### config.mk
export PLATFORM = sky130hd
export DESIGN_NAME = logicnet_input_packer_flat
export DESIGN_NICKNAME = d
export VERILOG_FILES = /design/src/rtl/logicnet_input_packer_if.sv /design/src/rtl/logicnet_input_packer.sv /design/src/flat_wrapper.sv
export SDC_FILE = /design/constraint.sdc
export NUM_CORES = 1
export LEC_CHECK = 0
export BUFFER_PORTS_ARGS = -buffer_cell sky130_fd_sc_hd__clkbuf_2
export CAP_MARGIN = 20
export CORE_MARGIN = 3
export CORE_UTILIZATION = 56
export CTS_CLUSTER_SIZE = 16
export DETAILED_ROUTE_END_ITERATION = 10
export HOLD_SLACK_MARGIN = 0.02
export PLACE_DENSITY_LB_ADDON = 0.12
export SETUP_SLACK_MARGIN = 0.3
export SLEW_MARGIN = 25
export SYNTH_ARGS = -nofsm -noshare
export SYNTH_HDL_FRONTEND = slang
export SYNTH_SLANG_ARGS = --single-unit
### constraint.sdc
create_clock -name clk -period 2.6 [get_ports clk]
set_clock_uncertainty 0.2 [all_clocks]
set_input_delay 0.39 -clock clk [delete_from_list [all_inputs] [get_ports clk]]
set_output_delay 0.39 -clock clk [all_outputs]
set_load 0.02 [all_outputs]
### src/rtl/logicnet_input_packer_if.sv
// Feature-in / frame-out handshake bundle for logicnet_input_packer.
// "slave" is the packer's view; "master" is the upstream source / downstream sink view.
interface logicnet_input_packer_if #(
    parameter int N_FEAT = 16,
    parameter int IN_W   = 16,
    parameter int Q_BITS = 2
);
    logic                     s_valid;
    logic                     s_ready;
    logic [IN_W-1:0]          s_data;
    logic                     s_last;
    logic                     m_valid;
    logic                     m_ready;
    logic [N_FEAT*Q_BITS-1:0] m_data;
    logic                     frame_err;

    modport slave (
        input  s_valid, s_data, s_last, m_ready,
        output s_ready, m_valid, m_data, frame_err
    );

    modport master (
        output s_valid, s_data, s_last, m_ready,
        input  s_ready, m_valid, m_data, frame_err
    );
endinterface

### src/rtl/logicnet_input_packer.sv
// Quantizes raw features to Q_BITS codes and packs N_FEAT of them into a double-buffered frame.
// Define QPACK_LAST_CHECK_EN to check s_last framing and report violations on frame_err.
module logicnet_input_packer #(
    parameter int N_FEAT = 16,
    parameter int IN_W   = 16,
    parameter int Q_BITS = 2,
    parameter int SHIFT  = 12
) (
    input  logic                    clk,
    input  logic                    rst,
    logicnet_input_packer_if.slave  bus
);
    localparam int FRAME_W = N_FEAT * Q_BITS;
    localparam int IDX_W   = (N_FEAT > 1) ? $clog2(N_FEAT) : 1;
    localparam logic [IDX_W-1:0] IDX_LAST = IDX_W'(N_FEAT - 1);
    localparam logic [IN_W-1:0]  CODE_MAX = IN_W'((2 ** Q_BITS) - 1);

    typedef enum logic [0:0] {
        ST_FILL = 1'b0,
        ST_FULL = 1'b1
    } asm_state_t;

    // Logical right shift, then clamp to the largest code.
    function automatic logic [Q_BITS-1:0] quantize(input logic [IN_W-1:0] raw);
        logic [IN_W-1:0] t;
        t = raw >> SHIFT;
        if (t > CODE_MAX) begin
            quantize = CODE_MAX[Q_BITS-1:0];
        end else begin
            quantize = t[Q_BITS-1:0];
        end
    endfunction

    asm_state_t         asm_state_r;
    asm_state_t         asm_state_s;
    logic [IDX_W-1:0]   idx_r;
    logic [IDX_W-1:0]   idx_s;
    logic [FRAME_W-1:0] asm_buf_r;
    logic [FRAME_W-1:0] asm_buf_s;
    logic [FRAME_W-1:0] frame_s;
    logic               m_valid_r;
    logic               m_valid_s;
    logic [FRAME_W-1:0] m_data_r;
    logic [FRAME_W-1:0] m_data_s;
    logic [Q_BITS-1:0]  code_s;
    logic               accept_s;
    logic               last_slot_s;
    logic               bad_frame_s;
    logic               complete_s;
    logic               out_free_s;
    logic               transfer_s;

    assign accept_s    = bus.s_valid && (asm_state_r == ST_FILL);
    assign last_slot_s = (idx_r == IDX_LAST);
    assign code_s      = quantize(bus.s_data);

`ifdef QPACK_LAST_CHECK_EN
    logic frame_err_r;

    assign bad_frame_s = accept_s && (bus.s_last != last_slot_s);

    // One-cycle pulse for each misframed beat.
    always_ff @(posedge clk or posedge rst) begin
        if (rst) begin
            frame_err_r <= 1'b0;
        end else begin
            frame_err_r <= bad_frame_s;
        end
    end

    assign bus.frame_err = frame_err_r;
`else
    assign bad_frame_s   = 1'b0;
    assign bus.frame_err = 1'b0;
`endif

    // The completing beat counts as a full buffer, so a frame leaves one clock after its last beat.
    assign complete_s = accept_s && last_slot_s && !bad_frame_s;
    assign out_free_s = !m_valid_r || bus.m_ready;
    assign transfer_s = ((asm_state_r == ST_FULL) || complete_s) && out_free_s;

    // Assembly buffer with the current beat's code merged into its slot.
    always_comb begin
        frame_s = asm_buf_r;
        for (int i = 0; i < N_FEAT; i++) begin
            frame_s[i*Q_BITS +: Q_BITS] = (accept_s && (idx_r == IDX_W'(i)))
                                          ? code_s : asm_buf_r[i*Q_BITS +: Q_BITS];
        end
    end

    // Assembly FSM: slot index, buffer contents and fill/full state.
    always_comb begin
        asm_state_s = asm_state_r;
        idx_s       = idx_r;
        asm_buf_s   = asm_buf_r;
        case (asm_state_r)
            ST_FILL: begin
                if (bad_frame_s) begin
                    idx_s     = {IDX_W{1'b0}};
                    asm_buf_s = {FRAME_W{1'b0}};
                end else if (complete_s) begin
                    idx_s       = {IDX_W{1'b0}};
                    asm_buf_s   = transfer_s ? {FRAME_W{1'b0}} : frame_s;
                    asm_state_s = transfer_s ? ST_FILL : ST_FULL;
                end else if (accept_s) begin
                    idx_s     = idx_r + IDX_W'(1);
                    asm_buf_s = frame_s;
                end else begin
                    idx_s = idx_r;
                end
            end
            ST_FULL: begin
                if (transfer_s) begin
                    asm_state_s = ST_FILL;
                    asm_buf_s   = {FRAME_W{1'b0}};
                end else begin
                    asm_state_s = ST_FULL;
                end
            end
            default: begin
                asm_state_s = ST_FILL;
                idx_s       = {IDX_W{1'b0}};
                asm_buf_s   = {FRAME_W{1'b0}};
            end
        endcase
    end

    // Output buffer: a pending transfer replaces a consumed frame with no bubble.
    always_comb begin
        m_valid_s = m_valid_r;
        m_data_s  = m_data_r;
        if (transfer_s) begin
            m_valid_s = 1'b1;
            m_data_s  = frame_s;
        end else if (bus.m_ready) begin
            m_valid_s = 1'b0;
        end else begin
            m_valid_s = m_valid_r;
        end
    end

    // State registers; reset drops any partial or held frame.
    always_ff @(posedge clk or posedge rst) begin
        if (rst) begin
            asm_state_r <= ST_FILL;
            idx_r       <= {IDX_W{1'b0}};
            asm_buf_r   <= {FRAME_W{1'b0}};
            m_valid_r   <= 1'b0;
            m_data_r    <= {FRAME_W{1'b0}};
        end else begin
            asm_state_r <= asm_state_s;
            idx_r       <= idx_s;
            asm_buf_r   <= asm_buf_s;
            m_valid_r   <= m_valid_s;
            m_data_r    <= m_data_s;
        end
    end

    assign bus.s_ready = (asm_state_r == ST_FILL);
    assign bus.m_valid = m_valid_r;
    assign bus.m_data  = m_data_r;

endmodule

### src/flat_wrapper.sv
// flat-port wrapper written by rule: the top's interface ports become plain ports
module logicnet_input_packer_flat 
#(
    parameter int N_FEAT = 16,
    parameter int IN_W   = 16,
    parameter int Q_BITS = 2,
    parameter int SHIFT  = 12
)
  (clk, rst, bus_s_valid, bus_s_data, bus_s_last, bus_m_ready, bus_s_ready, bus_m_valid, bus_m_data, bus_frame_err);
  logicnet_input_packer_if #(.N_FEAT(N_FEAT), .IN_W(IN_W), .Q_BITS(Q_BITS)) bus_i ();
  input  logic clk;
  input  logic rst;
  input wire logic [$bits(bus_i.s_valid)-1:0] bus_s_valid;
  input wire logic [$bits(bus_i.s_data)-1:0] bus_s_data;
  input wire logic [$bits(bus_i.s_last)-1:0] bus_s_last;
  input wire logic [$bits(bus_i.m_ready)-1:0] bus_m_ready;
  output wire logic [$bits(bus_i.s_ready)-1:0] bus_s_ready;
  output wire logic [$bits(bus_i.m_valid)-1:0] bus_m_valid;
  output wire logic [$bits(bus_i.m_data)-1:0] bus_m_data;
  output wire logic [$bits(bus_i.frame_err)-1:0] bus_frame_err;
  assign bus_i.s_valid = bus_s_valid;
  assign bus_i.s_data = bus_s_data;
  assign bus_i.s_last = bus_s_last;
  assign bus_i.m_ready = bus_m_ready;
  assign bus_s_ready = bus_i.s_ready;
  assign bus_m_valid = bus_i.m_valid;
  assign bus_m_data = bus_i.m_data;
  assign bus_frame_err = bus_i.frame_err;
  logicnet_input_packer #(.N_FEAT(N_FEAT), .IN_W(IN_W), .Q_BITS(Q_BITS), .SHIFT(SHIFT)) u_core (.clk(clk), .rst(rst), .bus(bus_i));
endmodule
==> results.cfg <==
[clock_network]
insertion_delay_ns = 0.34
cts-buffers-inserted = 9
clkTransAtPathRegs_ns = 0.07
htreeDepth = 3
cts_tree = yes
clockRootBuffer = clkbuf_8
clkSinkCount = 70
clk_path_buf_depth = 2

[die]
rows = 27
die_area_um2 = 6909
dieWidth_um = 83.12
initial_core_util = 0.5904
io_pins = 56
die_y_um = 83.12
coreArea_um2 = 5642

[critical_path]
critPathArrivalTime_ns = 2.18
r2r_setup_slack_ns = 0.42
crit_type = reg2reg
critPathRequiredTime_ns = 2.60
cp-start-kind = flip-flop
path_max_fanout = 12
r2r_cells = 5
worstReg2RegStart = u_core.idx_r[0]$_DFFE_PP0P_
cp-end-kind = flip-flop
r2r-end = u_core.asm_buf_r[7]$_DFFE_PP0P_

[place]
dp_hpwl_um = 4573
numPortBuffers = 41
gp_congestion = 0.8690

[power_and_ir_drop]
leakagePower_uw = 0.001809
total_power_uw = 3698
ir_drop_mv = 0.5628
power.density_nw_per_um2 = 979.0

[route]
drc = 0
drt_wl_total_um = 6634
vias_per_cell = 5.638
first_pass_iters = 4
drt_iter0_drc = 116
vias = 2475
antenna_left = 0
wl_per_cell_um = 15.11

[sta]
slew_violations = 0
finalCriticalPeriod_ns = 2.177
finalSetupTns_ns = 0
whs_ns = 0.1761
finalCritPeriodShare = 0.8375
rsz0062_at_grt = false
setup_viol = 0
slew_headroom = 0.4953
fmax_mhz = 459.3
tightest_slew_ns = 0.7555
hold_violations = 0

[synth]
synth_top_area_frac = 0.5259
synth.area.top_cells = dfrtp_1 (53%), o2bb2ai_1 (6.8%), nand2_1 (6.5%)
ys_seq_area_frac = 0.5259
synth_top_family_by_area = compound AO/OA/AOI/OAI gates
synth-simple-area-share = 0.1570
syn_inst = 319
synth-seq-cells = 70
syn_nets = 344
ys_types = 37
synthMuxAreaShare = 0.04508
synth_xor_area_frac = 0.002630
synth_top_cell_by_area = dfrtp_1
synth_warnings = 0
syn-cell-area_um2 = 3331
avgSynthCellArea_um2 = 10.44
synth_compound_area_frac = 0.2010
synth_fa_ha_area_frac = 0.01503

[hold_path]
worstHoldPathCells = 3
hp-start = bus_s_data[13]
worstHoldPathType = in2reg
hold_end = u_core.asm_buf_r[1]$_DFFE_PP0P_

[grt]
grt_pass1_wl_um = 11710
antenna_found_initial = 0
busiest_layer = met2
met2_usage = 0.3229
grt_pass1_vias = 2406
grt_use_total = 0.2096
grt_util_met3 = 0.04960
grt_max_degree = 39
gr-total-overflow = 0
grt_use_met1 = 0.2938

[cells_and_area]
drive_gt1_frac = 0.2616
nets = 387
fin_util = 0.6696
syn_to_final_growth_pct = 13.41
fillers = 486
multiInputGateArea_um2 = 1413
num_antenna_cells = 0
ff_latch_area_um2 = 1752

[status]
outcome = completed

[run]
maxCapViolCount = 0
kinds of logic after synthesis:
logic type                 Yosys count
buffers and inverters               27
DFF                                 70
other                                1
and+or+nand+nor                    111
muxes                               15
xor gates and xnor gates             1
AOI/OAI and AO/OA                   90
adders and majority gates            4
cells in the final DEF, fill, tap and decap left out, types with 2 or more instances in the layout:
cell / n
clkbuf_2: 41
clkinvlp_4: 2
o21ai_0: 17
o31ai_1: 2
nand4_1: 4
dfrtp_1: 70
clkinv_2: 2
or3_1: 2
a22o_1: 2
nand3_1: 13
clkbuf_8: 12
nand2_1: 58
and3_1: 4
mux2i_1: 15
nor2b_1: 2
o2bb2ai_1: 26
inv_1: 5
ha_1: 4
buf_4: 10
o21ai_2: 23
nand2b_1: 3
nor3_1: 3
nor2_1: 6
o21ai_1: 9
a21oi_1: 6
and2_1: 11
power breakdown:
part / switching [uW] / leakage (uW) / internal (uW)
Sequential: 248 / 0.000948 / 1430
Combinational: 732 / 0.000765 / 474
Clock: 388 / 0.0000954 / 422
Total: 1370 / 0.00181 / 2330
stage by stage:
| step | setup WS (ns) | cells | instance area (um2) |
|---|---|---|---|
| floorplan | 0.8233 | 319 | 3334 |
| global placement | 0.4719 | 420 | 3558 |
| detailed placement | 0.3902 | 420 | 3558 |
| CTS | 0.3729 | 437 | 3755 |
| global route | 0.3249 | 439 | 3777 |
| finish | 0.4226 | 439 | 3777 |
metal layers:
layer  vias up  share of wire
met3        11          0.057
met4         0          0.016
met1      1176           0.47
li1       1217              -
met2        71           0.45
met5         -              0
worst max-delay path: stages, from the launching register on:
cell,delay (ns)
dfrtp_1,0.43
ha_1,0.35
nand3_1,0.26
nand2b_1,0.24
nand2_1,0.42
o2bb2ai_1,0.13
worst max path at each step:
stage | from | to | slack, ns | cells past startpoint
finish | u_core.idx_r[0]$_DFFE_PP0P_ | u_core.asm_buf_r[7]$_DFFE_PP0P_ | 0.42 | 5
global route | u_core.idx_r[0]$_DFFE_PP0P_ | u_core.asm_buf_r[3]$_DFFE_PP0P_ | 0.32 | 5
CTS | u_core.idx_r[0]$_DFFE_PP0P_ | u_core.asm_buf_r[26]$_DFFE_PP0P_ | 0.37 | 5
detailed placement | u_core.idx_r[0]$_DFFE_PP0P_ | u_core.asm_buf_r[26]$_DFFE_PP0P_ | 0.39 | 5
global placement | u_core.idx_r[1]$_DFFE_PP0P_ | u_core.asm_buf_r[0]$_DFFE_PP0P_ | 0.47 | 5
floorplan | u_core.idx_r[0]$_DFFE_PP0P_ | u_core.bus.m_data[30]$_DFFE_PP0P_ | 0.82 | 8
sequential cells by signal, summed over array words and instances (netlist names):
signal	flops
u_core.idx_r	4
u_core.asm_state_r	1
u_core.bus.m_valid	1
u_core.bus.m_data	32
u_core.asm_buf_r	32
cell type report:
type / instances / area share
Multi-Input combinational cell: 222 / 0.3740
Clock buffer: 13 / 0.04472
Sequential cell: 70 / 0.4637
Timing Repair Buffer: 53 / 0.08215
Tap cell: 72 / 0.02385
Clock inverter: 3 / 0.004637
Inverter: 6 / 0.006956
cells in the mapped netlist:
master	count
a211oi_1	1
a21oi_1	6
a22o_1	2
a41oi_2	1
and2_1	11
and2b_1	1
and3_1	4
buf_2	6
buf_4	3
buf_6	7
clkbuf_1	4
clkbuf_2	1
conb_1	1
dfrtp_1	70
ha_1	4
inv_1	6
mux2i_1	15
nand2_1	58
nand2b_1	3
nand3_1	13
nand4_1	4
nor2_1	6
nor2b_1	2
nor2b_2	1
nor3_1	3
nor3_2	1
nor3b_1	1
o21ai_0	17
o21ai_1	9
o21ai_2	24
o22ai_1	1
o2bb2ai_1	26
o31ai_1	2
o41ai_1	1
or2_1	1
or3_1	2
xnor2_1	1
what timing repair did:
action                                  CTS  global route
endpoints found under the hold margin    33             0
resized for setup                         0             1
hold buffers                              1             0
endpoints found under the setup margin    0            26
setup buffers                             0             2
(Power assumes the default switching activity.)
